`src/rtl/regfile_wr_arbiter.sv`:
```
// Round-robin arbiter sharing the register file write port among NREQ writeback requesters,
// with a one-deep registered output stage and a pending-write mask for hazard detection.
module regfile_wr_arbiter #(
  parameter int NREQ = 3,
  parameter int DW   = 32,
  parameter int AW   = 5,
  parameter int WAW  = 32
) (
  input  logic                     clk,
  input  logic                     rst_n,
  input  logic [NREQ-1:0]          req_valid,
  output logic [NREQ-1:0]          req_ready,
  input  logic [NREQ*AW-1:0]       req_addr,
  input  logic [NREQ*DW-1:0]       req_data,
  input  logic                     stall,
  output logic                     we3,
  output logic [WAW-1:0]           wa3,
  output logic [DW-1:0]            wd3,
  output logic [$clog2(NREQ)-1:0]  wr_src,
  output logic [31:0]              pend_mask
);

  localparam int PW = $clog2(NREQ);

  logic [PW-1:0]     r_rr_ptr;
  logic              r_we3;
  logic [WAW-1:0]    r_wa3;
  logic [DW-1:0]     r_wd3;
  logic [PW-1:0]     r_wr_src;
  logic [31:0]       r_pend;

  logic [2*NREQ-1:0] w_rot;
  logic              w_found;
  logic [PW-1:0]     w_gnt_idx;
  logic [PW:0]       w_sum;
  logic              w_xfer;
  logic [AW-1:0]     w_addr;
  logic [DW-1:0]     w_data;

  // Rotating the doubled valid vector puts the current priority holder at bit 0.
  assign w_rot = {req_valid, req_valid} >> r_rr_ptr;

  always_comb begin
    w_found   = 1'b0;
    w_gnt_idx = '0;
    w_sum     = '0;
    for (int k = 0; k < NREQ; k++) begin
      if (!w_found && w_rot[k]) begin
        w_found   = 1'b1;
        w_sum     = {1'b0, r_rr_ptr} + (PW+1)'(k);
        w_gnt_idx = (w_sum >= (PW+1)'(NREQ)) ? PW'(w_sum - (PW+1)'(NREQ)) : PW'(w_sum);
      end
    end
  end

  assign w_xfer    = w_found & ~stall & rst_n;
  assign req_ready = w_xfer ? (NREQ'(1) << w_gnt_idx) : '0;

  always_comb begin
    w_addr = '0;
    w_data = '0;
    for (int j = 0; j < NREQ; j++) begin
      if (w_gnt_idx == PW'(j)) begin
        w_addr = req_addr[j*AW +: AW];
        w_data = req_data[j*DW +: DW];
      end
    end
  end

  // A pending bit only lives for the single cycle between grant and commit, so it simply
  // tracks the most recent grant; a same-edge regrant of that register keeps it set.
  always_ff @(posedge clk or negedge rst_n) begin
    if (!rst_n) begin
      r_rr_ptr <= '0;
      r_we3    <= 1'b0;
      r_wa3    <= '0;
      r_wd3    <= '0;
      r_wr_src <= '0;
      r_pend   <= '0;
    end else if (w_xfer) begin
      r_rr_ptr <= (w_gnt_idx == PW'(NREQ-1)) ? '0 : w_gnt_idx + 1'b1;
      r_we3    <= |w_addr;
      r_wa3    <= WAW'(w_addr);
      r_wd3    <= w_data;
      r_wr_src <= w_gnt_idx;
      r_pend   <= (|w_addr) ? (32'd1 << w_addr) : 32'd0;
    end else begin
      r_we3    <= 1'b0;
      r_pend   <= '0;
    end
  end

  assign we3       = r_we3;
  assign wa3       = r_wa3;
  assign wd3       = r_wd3;
  assign wr_src    = r_wr_src;
  assign pend_mask = r_pend;

endmodule

```
`config.mk`:
```
export PLATFORM = sky130hd
export DESIGN_NAME = regfile_wr_arbiter
export DESIGN_NICKNAME = d
export VERILOG_FILES = /design/src/rtl/regfile_wr_arbiter.sv
export SDC_FILE = /design/constraint.sdc
export NUM_CORES = 1
export LEC_CHECK = 0
export CAP_MARGIN = 10
export CORE_ASPECT_RATIO = 0.75
export CORE_MARGIN = 4
export CORE_UTILIZATION = 35
export DETAILED_ROUTE_END_ITERATION = 16
export PLACE_DENSITY = 0.76
export SLEW_MARGIN = 10
export SYNTH_ARGS = -nofsm -noshare
export SYNTH_HDL_FRONTEND = slang
export SYNTH_SLANG_ARGS = --single-unit
```
`constraint.sdc`:
```
create_clock -name clk -period 4.7 [get_ports clk]
set_input_delay 1.41 -clock clk [delete_from_list [all_inputs] [get_ports clk]]
set_output_delay 1.41 -clock clk [all_outputs]
set_load 0.01 [all_outputs]
```
Yosys cells after proc, flatten, opt, wreduce, memory -nomap -nowiden:

Cells that the tools add are included.

* register bits after elaboration: 74
* output and inout bits: 102
* input bits: 117

* $add $sub $neg: 6
* shift-type cells: 3
* multiplexer cells: 20
* $lt $le $gt $ge: 3
* bitwise logic cells: 3
* reduce and logical (&&, ||, !) cells: 6
* equality and inequality tests: 2

Operator list (number)
* $mux 32: 5
* $shl 1x5->32 const A: 1
* $mux 5: 3
* $mux 2: 7
* $ge 3x2->1 const B: 2
* $shr 6x2->3: 1
* $sub 2x2->2 const B: 3
* $reduce_or 5->1: 1
* $mux 1: 4
* $add 2x1->3 const B: 1
* $add 2x2->3 const B: 1
* $mux 3: 1
* $shl 1x2->3 const A: 1
* $add 2x1->2 const B: 1
* $and 1x1->1: 2
* $eq 2x1->1 const B: 1
* $eq 2x2->1 const B: 1
* $ge 2x2->1 const B: 1
* $logic_and 1x1->1: 2
* $logic_not 1->1: 2
* $logic_not 2->1: 1
* $not 1->1: 1

Depth between registers and ports, before layout:

Gate-level depths: netlist (run 1).

* depth after elaboration: 15
* mapped depth: 9
* gate-level depth less buffers: 7

Worst setup path before layout (run 1):

Ideal clock, no wire load.

* path kind: input port to output port
* from: in req_valid[2]
* to: out req_ready[0]
* arrival time: 2978 ps
* setup slack: 312 ps
* path buffers: 2
* cell stages on the path: 7
* path through: nor2b_1 -> a221o_1 -> and2_1 -> a211o_1 -> buf_6 -> buf_4 -> nor3_1

* cells in the longest elaborated chain, start to end: 11
* elaborated cells on any way between the ends: 15
* those cells by class: shift (2); mux (7); bitwise (2); reduce/logical (4)

RTL lines
* from (decl): line 11 `input logic [NREQ-1:0] req_valid,`
* $shr 6x2->3 *: line 41 `assign w_rot = {req_valid, req_valid} >> r_rr_ptr;`
* $mux 1: line 48 `if (!w_found && w_rot[k]) begin`
* $logic_not 1->1: line 48
* $logic_and 1x1->1: line 48
* $mux 1: line 48
* $logic_not 1->1: line 48
* $logic_and 1x1->1: line 48
* $mux 1: line 48
* $and 1x1->1 (2 in a row): line 56 `assign w_xfer = w_found & ~stall & rst_n;`
* $mux 3 *: line 57 `assign req_ready = w_xfer ? (NREQ'(1) << w_gnt_idx) : '0;`
* to (decl): line 12 `output logic [NREQ-1:0] req_ready,`

Every way passes the cells marked *; elsewhere a longest branch is shown, timed or not.

Worst setup path in the final report (run 1):

* from: in req_valid[1]
* to: out req_ready[2]

Same word-level chain as after synthesis.

==> results of run 1 <==
## layer usage
metal | routed length, um | up-vias | track usage [%] | share of wire (%)
met2 | 6320 | 150 | 31.7 | 50
li1 | - | 1769 | - | -
met4 | 133 | 0 | 4.07 | 1.0
met5 | 0 | - | 0 | 0
met3 | 942 | 15 | 5.31 | 7.4
met1 | 5330 | 1840 | 21.9 | 42
## critical path, cell delays in order
cell             delay (ps)
dlygate4sd2_1           300
and3b_1                 190
a211o_1                 280
a22o_1                  270
a21o_1                  250
nor3_1                  230
clkdlybuf4s15_2         260
## how the worst max path moves through the flow
stage	to	slack (ps)	cells after the start
6_report	req_ready[2]	100	7
5_1_grt	req_ready[1]	20	8
4_1_cts	req_ready[2]	50	7
3_5_place_dp	req_ready[1]	-600	9
3_3_place_gp	req_ready[0]	-490	7
2_1_floorplan	req_ready[0]	310	7
## cell usage in the layout, fill, tap and decap left out, drive strengths merged, types with 2 or more instances in the layout
cell,instances
mux2,34
nor2b,7
o221ai,3
dlygate4sd2,2
conb,28
nor2,71
bufinv,3
and3b,2
and2,2
nor3,21
mux2i,9
clkbuf,11
a21oi,5
nand2,9
o21ai,4
nand2b,3
a21o,3
a221oi,33
ha,4
buf,25
o32a,2
o21a,3
a211o,2
dfrtp,74
nor4,16
clkdlybuf4s15,3
clkdlybuf4s50,184
a32oi,2
nor4bb,2
inv,8
## through the flow
| step | worst slack (ps) | power [mW] |
|---|---|---|
| after CTS | 45.3 | 3.68 |
| after global routing | 24.7 | 3.89 |
| after detailed placement | -602 | 2.88 |
| final | 95.2 | 3.67 |
| after global placement | -489 | 2.82 |
| after floorplan | 312 | 2.07 |
## logic make-up after synthesis
group,Yosys count
AND/OR/NAND/NOR,135
flip-flops,74
AO/OA/AOI/OAI,69
buffers and inverters,60
multiplexers,43
adder cells (fa/ha/maj),4
other,1
XOR/XNOR,1
## sequential cells by signal, indices dropped and copies added, names as in the netlist
signal and count:
wr_src 2, pend_mask 32, wa3 5, we3 1, r_rr_ptr 2, wd3 32
## final cells by class
class / count / area [um^2] / area share, %
Timing Repair Buffer: 215 / 2080 / 32.0
Multi-Input combinational cell: 280 / 2030 / 31.1
Sequential cell: 74 / 1850 / 28.4
Clock buffer: 10 / 229 / 3.51
Tap cell: 157 / 196 / 3.01
Clock inverter: 6 / 113 / 1.73
Inverter: 6 / 22.5 / 0.345
## power groups by stage
stage / clock network [mW] / registers [mW] / logic, mW
after CTS: 0.803 / 0.939 / 1.94
final: 0.785 / 0.936 / 1.95
after detailed placement: 0 / 0.950 / 1.93
after global routing: 0.834 / 0.966 / 2.09
after global placement: 0 / 0.937 / 1.88
after floorplan: 0 / 1.02 / 1.05
## what timing repair did
item	CTS	global route
pin swaps	2	3
gates resized for setup	14	4
cloned	0	0
setup buffers	1	2
endpoints found under the setup margin	3	3
==> results list, run 1 <==
- Status: complete, no violations
* Leak pwr: 2.64 nW
* Num rows: 33
* Post-Place Cells: between 700 and 800
* Simple logic cell fraction of the synthesized area: ~17%
* Largest vdd supply drop: 0.489 mV
* Count of clock tree sinks: 74
- For this run, design rule violations remaining after detail routing come to 0.
- Number of maximum-capacitance violations: 0
- Using the TritonRoute via totals, the vias-per-cell ratio works out to between 5 and 6.
- Max Transition Viols Final: 0
- After synthesis, the share of flip-flops with an asynchronous set or reset is 100%.
- Setup slack on the worst reg-to-reg path comes out at 1380 ps.
- The number of hold violations in the final report is 0.
- Share of power burned in the clock network: approximately a fifth
- The path with the worst hold slack has its endpoint at wr_src[1].
* Worst hold slack: 492 ps
- Setup repair after global routing missed its margin: no
- The synthesized netlist devotes 15.7% of its cell area to compound gates.
* Power share of the combinational group: between 50% and 60%
- Top cells by area, synth: dfrtp_1 45%, mux2_2 9.3%, a221oi_1 7.1%, nor2_1 6.4%, buf_4 5.9%
- The most used flip-flop cell after synthesis is dfrtp_1.
* Data required time at the worst endpoint: roughly 3300 ps
- After Yosys synthesis, full adders, half adders and majority gates account for approximately 1.2% of the synthesized area.
* DR iter-0 viols: approximately 120
- The startpoint identified for the worst register-to-register timing path is r_rr_ptr[0].
- The pre-antenna-repair detailed-routing pass consisted of 4 iterations.
- Gate count of the mapped netlist: just under 400
* Synth unique cells: slightly above 50
* Cell type with the highest aggregate area in the netlist: dfrtp_1
- Crit end category: primary output
- After synthesis, the most frequently instantiated cells are 74 x dfrtp_1, 70 x nor2_1, 34 x mux2_2.
- Number of inserted diodes: 0
* Vertical extent of the die: roughly 100 um
* Startpoint of the most critical hold path: wr_src[1]
- The via count of the first global-routing pass was between 3000 and 4000.
- Dividing total power by cell area gives a power density of about 560 nW/um^2.
- The worst register-to-register path has a depth of 9.
- # setup viols final: 0
* Post-route fraction of the period consumed by the critical path: between 90% and 100%
- For this configuration, the core starts out at a cell density of 36.6%.
- Measured against the total synthesized area, the mux share comes to 11.8%.
- In this run the tightest slew margin relative to its limit is between 30 and 40%.
- Root buffer cell: clkbuf_16
- The H-tree was split into 3 levels.
* Fraction of power consumed by sequential logic: between 20 and 30%
- Timing startpoint of the critical path: req_valid[1]
- The floorplan step set the die width to 133 um.
- Worst Path Arrival: 3190 ps
- On the final layout, the worst clock skew is roughly 4.2 ps.
- Clock slew at reported path FFs: 60 ps
* Clock latency reported for the late side of the worst-skew pair: 330 ps
- Summed over all layers, the routed wires come to between 10000 and 15000 um.
* Share of the synthesized netlist area taken by xor and xnor gates: 0.214%
- Number of routed nets with antenna violations: 0
- Entering global routing, the biggest net connects 76 pins.
- Most instantiated library cell after synthesis: dfrtp_1
- Proportion of synthesized chip area in sequential cells: between 40 and 50%
- Cells on Worst Hold Path: 2
* Worst slew pin tran: around 960 ps
* Number of input and output port buffers inserted: roughly 190
- The worst setup path is of the input port to primary output kind.
* Post-synth design cell area: 4100 um^2
- The share of synthesized area in the top cell type comes to between 40% and 50%.
- In this run the count of I/O pins placed on the die edge is 219.
* Internal power contribution: between 2 and 2.5 mW
* CP startpoint kind: input port
- For this run, the total global-route usage over all layers was measured as 17.9%.
- Detailed-placement wirelength estimate: approximately 9800 um
- CTS Hold Buffers Added: 0
- Filler-free cell count of the finished design: between 700 and 800
* Endpoint of the lowest-slack register-to-register path: pend_mask[15]
- Combinational family with the most area after synthesis: simple AND/OR/NAND/NOR gates
- Switching power summed over all nets: 1.40 mW
* Average size of a mapped cell: 10.6 um^2
- Total number of nets in the final design: around 710
- After global routing the overflow that remains totals 0.
- The initial antenna violation count came to 0.
- Routability-driven placement finished with a final weighted congestion of between 0.8 and 0.9.
* Global-route wire length before repair: slightly below 20000 um
- Subtracting the final worst setup slack from the clock period gives roughly 4600 ps.
- The synthesized design contains 0 enable-type register cells.
- Fill cells in the final layout number around 960.
- Drt wl/cell: 17.0 um
- The die covers roughly 14000 um^2.
- For this run, the share of the core covered by cells in the final layout is roughly three fifths.
- Fraction of power spent switching nets: between 30% and 40%
- The tightest min-delay check is of the flip-flop to flip-flop type.
* Final design instance area without fill: ~6500 um^2
- TritonCTS buffer count: 9
* Maximum clock frequency: between 200 and 250 MHz
* Buffers from clock root to sink, at most: 2
- For the final routed database, the setup TNS stands at 0 ps.
- Post-place instance area: around 6000 um^2
* Flop and latch count out of synthesis: 74
- From synthesis to final layout, the design area changed by 59.2%.
- Yosys printed 0 warnings.
* Clock tree from TritonCTS: done
* Core outline area: about 11000 um^2
- Proportion of layout cells with a drive suffix above 1: ~17%
- CP max FO: 6
- Across all layers, the routed design uses 3774 vias.
(Power assumes the default switching activity.)
==> run 2, diff against run 1 <==
Settings changed: CTS_BUF_LIST from default to sky130_fd_sc_hd__clkbuf_8, SLEW_MARGIN 10 to default.
==> results list, run 2 (synthesized netlist as in run 1, its figures left out) <==
* Largest vdd supply drop: 0.472 mV (-3.5%)
- The area of the die was 13500 um^2 (unchanged).
- DR iter-0 viols: 148 (+20%)
* Vertical extent of the die: 102 um (unchanged)
- Met3 Resource Use GR: 5.01% (-0.30 points)
* Proportion of layout cells with a drive suffix above 1: 17.3% (unchanged)
- The DRC violations left came to 0 (unchanged).
- TritonCTS built the clock tree.
- Crit end category: primary output
- The average detailed-routed wire length per instance was 17.0 um (about the same).
- The worst setup path is launched from an input port.
* Via count: 3760 (-0.37%)
- Final number of hold-violating endpoints: 0 (unchanged)
- Ports: 219 (unchanged)
- Number of input and output port buffers inserted: 191 (unchanged)
- The total power per unit cell area is 542 nW/um^2 (-3.7%).
- The flow ran to the end, and the final reports show no timing, DRC or antenna violations.
- The final wirelength was 12700 um (about the same).
- Worst slew pin tran: 963 ps (+2.51 ps)
* Post-Place Cells: 729 (unchanged)
- Die X: 133 um (unchanged)
- Met2 Use GR: 31.2% (-0.55 points)
- Worst slew margin relative to its limit: 35.8% (-0.17 points)
* Post-place instance area: 6150 um^2 (unchanged)
* Leak pwr: 2.60 nW (-1.6%)
- GRT Total Usage: 17.9% (about the same)
- The hold buffer count at CTS is 0 (unchanged).
- The met1 routing resource usage after global routing was 22.4% (+0.51 points).
- The required arrival time at the worst endpoint is 3290 ps (about the same).
* Via density: 5.03 (-0.37%)
- Post-route fraction of the period consumed by the critical path: 98.1% (about the same)
- The placer's final routability congestion estimate came to 0.867 (unchanged).
- The number of buffers created by CTS is 9 (unchanged).
* Initial antenna violation count: 0 (unchanged)
- The non-filler instance count after layout was 748 (unchanged).
- The via count of the first global-routing pass came to 3783 (-0.11%).
* Number of maximum-capacitance violations: 0 (unchanged)
- Max Transition Viols Final: 0 (unchanged)
* Number of inserted diodes: 0 (unchanged)
- Maximum clock frequency: 217 MHz (about the same)
- Pin count of the biggest net entering global routing: 76 (unchanged)
- Number of routed nets with antenna violations: 0 (unchanged)
* Clk_skew: 12.6 ps (+8.39 ps)
* Initial Utilization: 36.6% (unchanged)
* Top library cells by usage in the layout, fill and taps aside: 184 x clkdlybuf4s50_1, 74 x dfrtp_1, 70 x nor2_1, 34 x mux2_2, 33 x a221oi_1
- Clock slew at reported path FFs: 70 ps (about the same)
- CP max FO: 6 (unchanged)
- Overflow left after global routing: 0 (unchanged)
- Post-route minimum period: 4610 ps (+4.44 ps)
* Most common library cell in the layout ignoring fill and taps: clkdlybuf4s50_1
- The number of search-and-repair iterations in the first detailed-routing pass is 4 (unchanged).
* Num rows: 33 (unchanged)
* Area growth from synthesis to layout: 56.7%
* # setup viols final: 0 (unchanged)
* Detailed-placement wirelength estimate: 9780 um (unchanged)
* Total number of nets in the final design: 707 (unchanged)
- The deepest level of the CTS H-tree was 3 (unchanged).
- Global-route wire length before repair: 19600 um (+0.17%)
* Class of the tightest hold or removal check: flip-flop to flip-flop
- The tree is rooted in a clkbuf_8.
- Setup repair after global routing left no endpoint under its margin.
- The data arrival at the endpoint of the critical path is 3200 ps (about the same).
- Buffers from clock root to sink, at most: 2 (unchanged)
* Final design instance area without fill: 6420 um^2 (-1.6%)
* Core outline area: 11200 um^2 (unchanged)
- The clock latency of the later-clocked register in the worst-skew pair was 350 ps (+20 ps).
- The critical path is of the input port to primary output type.
* Count of clock tree sinks: 74 (unchanged)
* Peak-usage layer in the global routing report: met2
-- run 2: metrics by stage --
step | total power [mW] | hold slack (ps) | setup WS (ps) | setup TNS, ps | util [%]
2_1_floorplan | 2.07 | 516 | 312 | 0 | -
3_3_place_gp | 2.82 | 474 | -489 | -1380 | 54.9
3_5_place_dp | 2.88 | 484 | -602 | -2150 | 54.9
4_1_cts | 3.49 | 502 | 45.3 | 0 | 57.2
5_1_grt | 3.70 | 527 | 24.7 | 0 | 57.4
6_report | 3.48 | 495 | 90.8 | 0 | 57.4
-- run 2: final cells by class --
type	instances	area, um^2
multi-input cells	280	2030
fillers	972	4770
repair buffers	215	2080
inverters	6	22.5
clock buffers	9	124
clock inverters	7	116
flip-flops and latches	74	1850
well taps	157	196
-- run 2: critical path, cell delays in order --
cell	delay, ps
dlygate4sd2_1	300
and3b_1	190
a211o_1	280
a22o_1	270
a21o_1	250
nor3_1	230
clkdlybuf4s15_2	260
-- run 2: worst paths after layout --
| kind | cells past startpoint | endpoint | startpoint | slack (ps) |
|---|---|---|---|---|
| min reg2reg | 2 | wr_src[1] | wr_src[1] | 490 |
| max in group asynchronous | 2 | pend_mask[29] | rst_n | 2730 |
| max reg2reg | 9 | pend_mask[15] | r_rr_ptr[0] | 1460 |
| min in group asynchronous | 2 | r_rr_ptr[0] | rst_n | 1300 |
| min | 2 | wr_src[1] | wr_src[1] | 490 |
| max | 7 | req_ready[2] | req_valid[1] | 90 |
-- run 2: repair_timing --
item | 4_1_cts | 5_1_grt
gates resized for setup | 14 | 4
pin swaps | 2 | 3
gates cloned | 0 | 0
buffers inserted | 1 | 2
endpoints found under the setup margin | 3 | 3
-- run 2: power by group --
group / internal, mW / switching [mW]
Combinational: 0.929 / 1.02
Clock: 0.354 / 0.241
Sequential: 0.823 / 0.112
Total: 2.10 / 1.37
-- run 2: metal layers --
metal / share of wire (%) / routed length (um)
met5: 0 / 0
met4: 0.94 / 119
met3: 7.4 / 944
met2: 50 / 6320
met1: 42 / 5340
==> run 3, diff against run 2 <==
Clock period 4.7 ns to 4.73 ns, I/O delays scaled along.
==> results list, run 3 (synthesized netlist as in run 1, its figures left out) <==
- Status: complete, no violations
- The clock latency of the later-clocked register in the worst-skew pair came to 350 ps (about the same).
* Setup repair after global routing missed its margin: no
- The maximum number of pins on one net before global-route repair is 76 (unchanged).
- The detailed placer's ending HPWL is 9680 um (-0.96%).
- Origin of the critical flop-to-flop path: r_rr_ptr[0]
* Final number of hold-violating endpoints: 0 (unchanged)
- # setup viols final: 0 (unchanged)
- Number of global-route vias before repair: 3730 (-1.4%)
- The setup TNS came to 0 ps (unchanged).
- The total power after layout is 3.31 mW (-4.8%).
- Via count: 3702 (-1.5%)
- TritonCTS built the clock tree.
- The cell sitting at the root of the clock tree is a clkbuf_8.
- Post-route fraction of the period consumed by the critical path: between 90% and 100%
* Number of inserted diodes: 0 (unchanged)
* Proportion of layout cells with a drive suffix above 1: 16.5% (-0.79 points)
- Die X: 133 um (unchanged)
* Worst hold slack: 500 ps (+5.68 ps)
* Data required time at the worst endpoint: 3310 ps (+20 ps)
* Drt total wl: 12500 um (-1.5%)
* Vertical extent of the die: 102 um (unchanged)
* TritonCTS buffer count: 9 (unchanged)
* Count of clock tree sinks: 74 (unchanged)
- Area growth from synthesis to layout: 54.8%
- The leftover overflow at the end of global routing was 0 (unchanged).
- Worst slew pin tran: 961 ps (-1.85 ps)
- Total number of nets in the final design: 706 (-0.14%)
- Leaving out fill and tap cells, the most frequent cell in the layout is clkdlybuf4s50_1.
- Class of the most critical setup path: input port to primary output
- The tightest min-delay check is of the flip-flop to flip-flop type.
* Routability Congestion: 0.865 (-0.23%)
* Timing startpoint of the critical path: req_valid[1]
* Minimum setup slack in the final design: 125 ps (+34.2 ps)
* Ports: 219 (unchanged)
- The number of antenna-violating nets in the routed design was 0 (unchanged).
- Overall die area: 13500 um^2 (unchanged)
- Power density over the cells: 522 nW/um^2 (-3.6%)
* Number of maximum-capacitance violations: 0 (unchanged)
- The violation count after the first detailed-route iteration is 133 (-10%).
- Core outline area: 11200 um^2 (unchanged)
* Crit end category: primary output
- Number of input and output port buffers inserted: 191 (unchanged)
* Clock slew at reported path FFs: 80 ps (about the same)
- The hold buffer count at CTS is 0 (unchanged).
- Max Transition Viols Final: 0 (unchanged)
- CP startpoint kind: input port
* Num rows: 33 (unchanged)
- The peak supply drop is 0.521 mV (+10%).
* Initial antenna violation count: 0 (unchanged)
- The first-pass GRT wire length came to 19300 um (-1.8%).
- Post-placement worst setup slack: -575 ps (+27.2 ps)
* GRT Total Usage: 17.8% (-0.11 points)
* CP max FO: 6 (unchanged)
- The maximum number of buffers from clock root to sink is 2 (unchanged).
* Worst slew margin relative to its limit: 35.9% (+0.12 points)
- Based on the critical path, the design can be clocked at up to around 220 MHz.
- The post-route clock skew was 10.0 ps (-2.55 ps).
- Startpoint of the most critical hold path: wa3[3]
* Via density: 4.96 (-1.3%)
- Minimum setup slack among reg-to-reg paths: 1560 ps (+100 ps)
- Leak pwr: 2.58 nW (-0.99%)
- Worst Path Arrival: 3190 ps (about the same)
* Post-Route Utilization: 56.7% (-0.69 points)
- Post-detailed-route DRC marker count: 0 (unchanged)
- The number of search-and-repair iterations in the first detailed-routing pass was 5 (+1).
* Drt wl/cell: 16.8 um (-1.3%)
- The top cell types in the final layout, fill and taps aside, are 184 x clkdlybuf4s50_1, 74 x dfrtp_1, 70 x nor2_1, 34 x mux2_2, 33 x a221oi_1.
- Subtracting the final worst setup slack from the clock period gives between 4000 and 5000 ps.
- H-tree levels: 3 (unchanged)
* Initial Utilization: 36.6% (unchanged)
-- run 3: changes by cell type in the layout (fill, tap and decap cells not counted) --
cell             delta
nor2b_1             +1
clkinv_4            +1
dlygate4sd2_1       +2
nor3_4              -1
bufinv_16           -2
buf_4               -1
nor3_2              +1
clkdlybuf4s15_2     -2
inv_6               -2
clkinv_2            +1
clkinvlp_4          +1
nor2b_2             -1
-- run 3: timing repair --
action | in CTS | in global routing
setup endpoints to repair | 3 | 3
pin swaps | 2 | 2
resized for setup | 9 | 2
cloned | 0 | 0
buffers inserted | 1 | 1
-- run 3: area by class of cell --
cell class	count	area, um^2
flip-flops and latches	74	1850
clock inverters	6	60.1
multi-input cells	280	2020
well taps	157	196
inverters	6	22.5
repair buffers	214	2070
fillers	1008	4840
clock buffers	9	124
-- run 3: worst paths after layout --
path | to | cells past startpoint
max in group asynchronous | wd3[4] | 2
min in group asynchronous | r_rr_ptr[0] | 2
min reg2reg | wa3[3] | 1
min | wa3[3] | 1
max | req_ready[0] | 7
max reg2reg | wa3[4] | 8
-- run 3: through the flow --
stage	cells	instance area, um^2
finish	746	6340
global route	746	6340
CTS	745	6340
detailed placement	729	6150
global placement	729	6150
floorplan	414	4200
-- run 3: power breakdown --
group          internal (mW)  switching [mW]
Clock                  0.238           0.229
Sequential             0.818           0.110
Combinational          0.918            1.00
Total                   1.97            1.34
-- run 3: layer usage --
metal / up-vias / track usage [%] / part of all wire (%)
li1: 1759 / - / -
met1: 1781 / 22.2 / 42
met2: 144 / 30.1 / 49
met3: 18 / 5.56 / 7.8
met4: 0 / 5.35 / 1.4
met5: - / 0 / 0
-- run 3: critical path, stage by stage --
cell and delay (ps):
dlygate4sd2_1 280, and3b_1 180, a211o_1 280, and2_1 210
a211o_2 330, nor3_2 200, clkdlybuf4s15_1 280
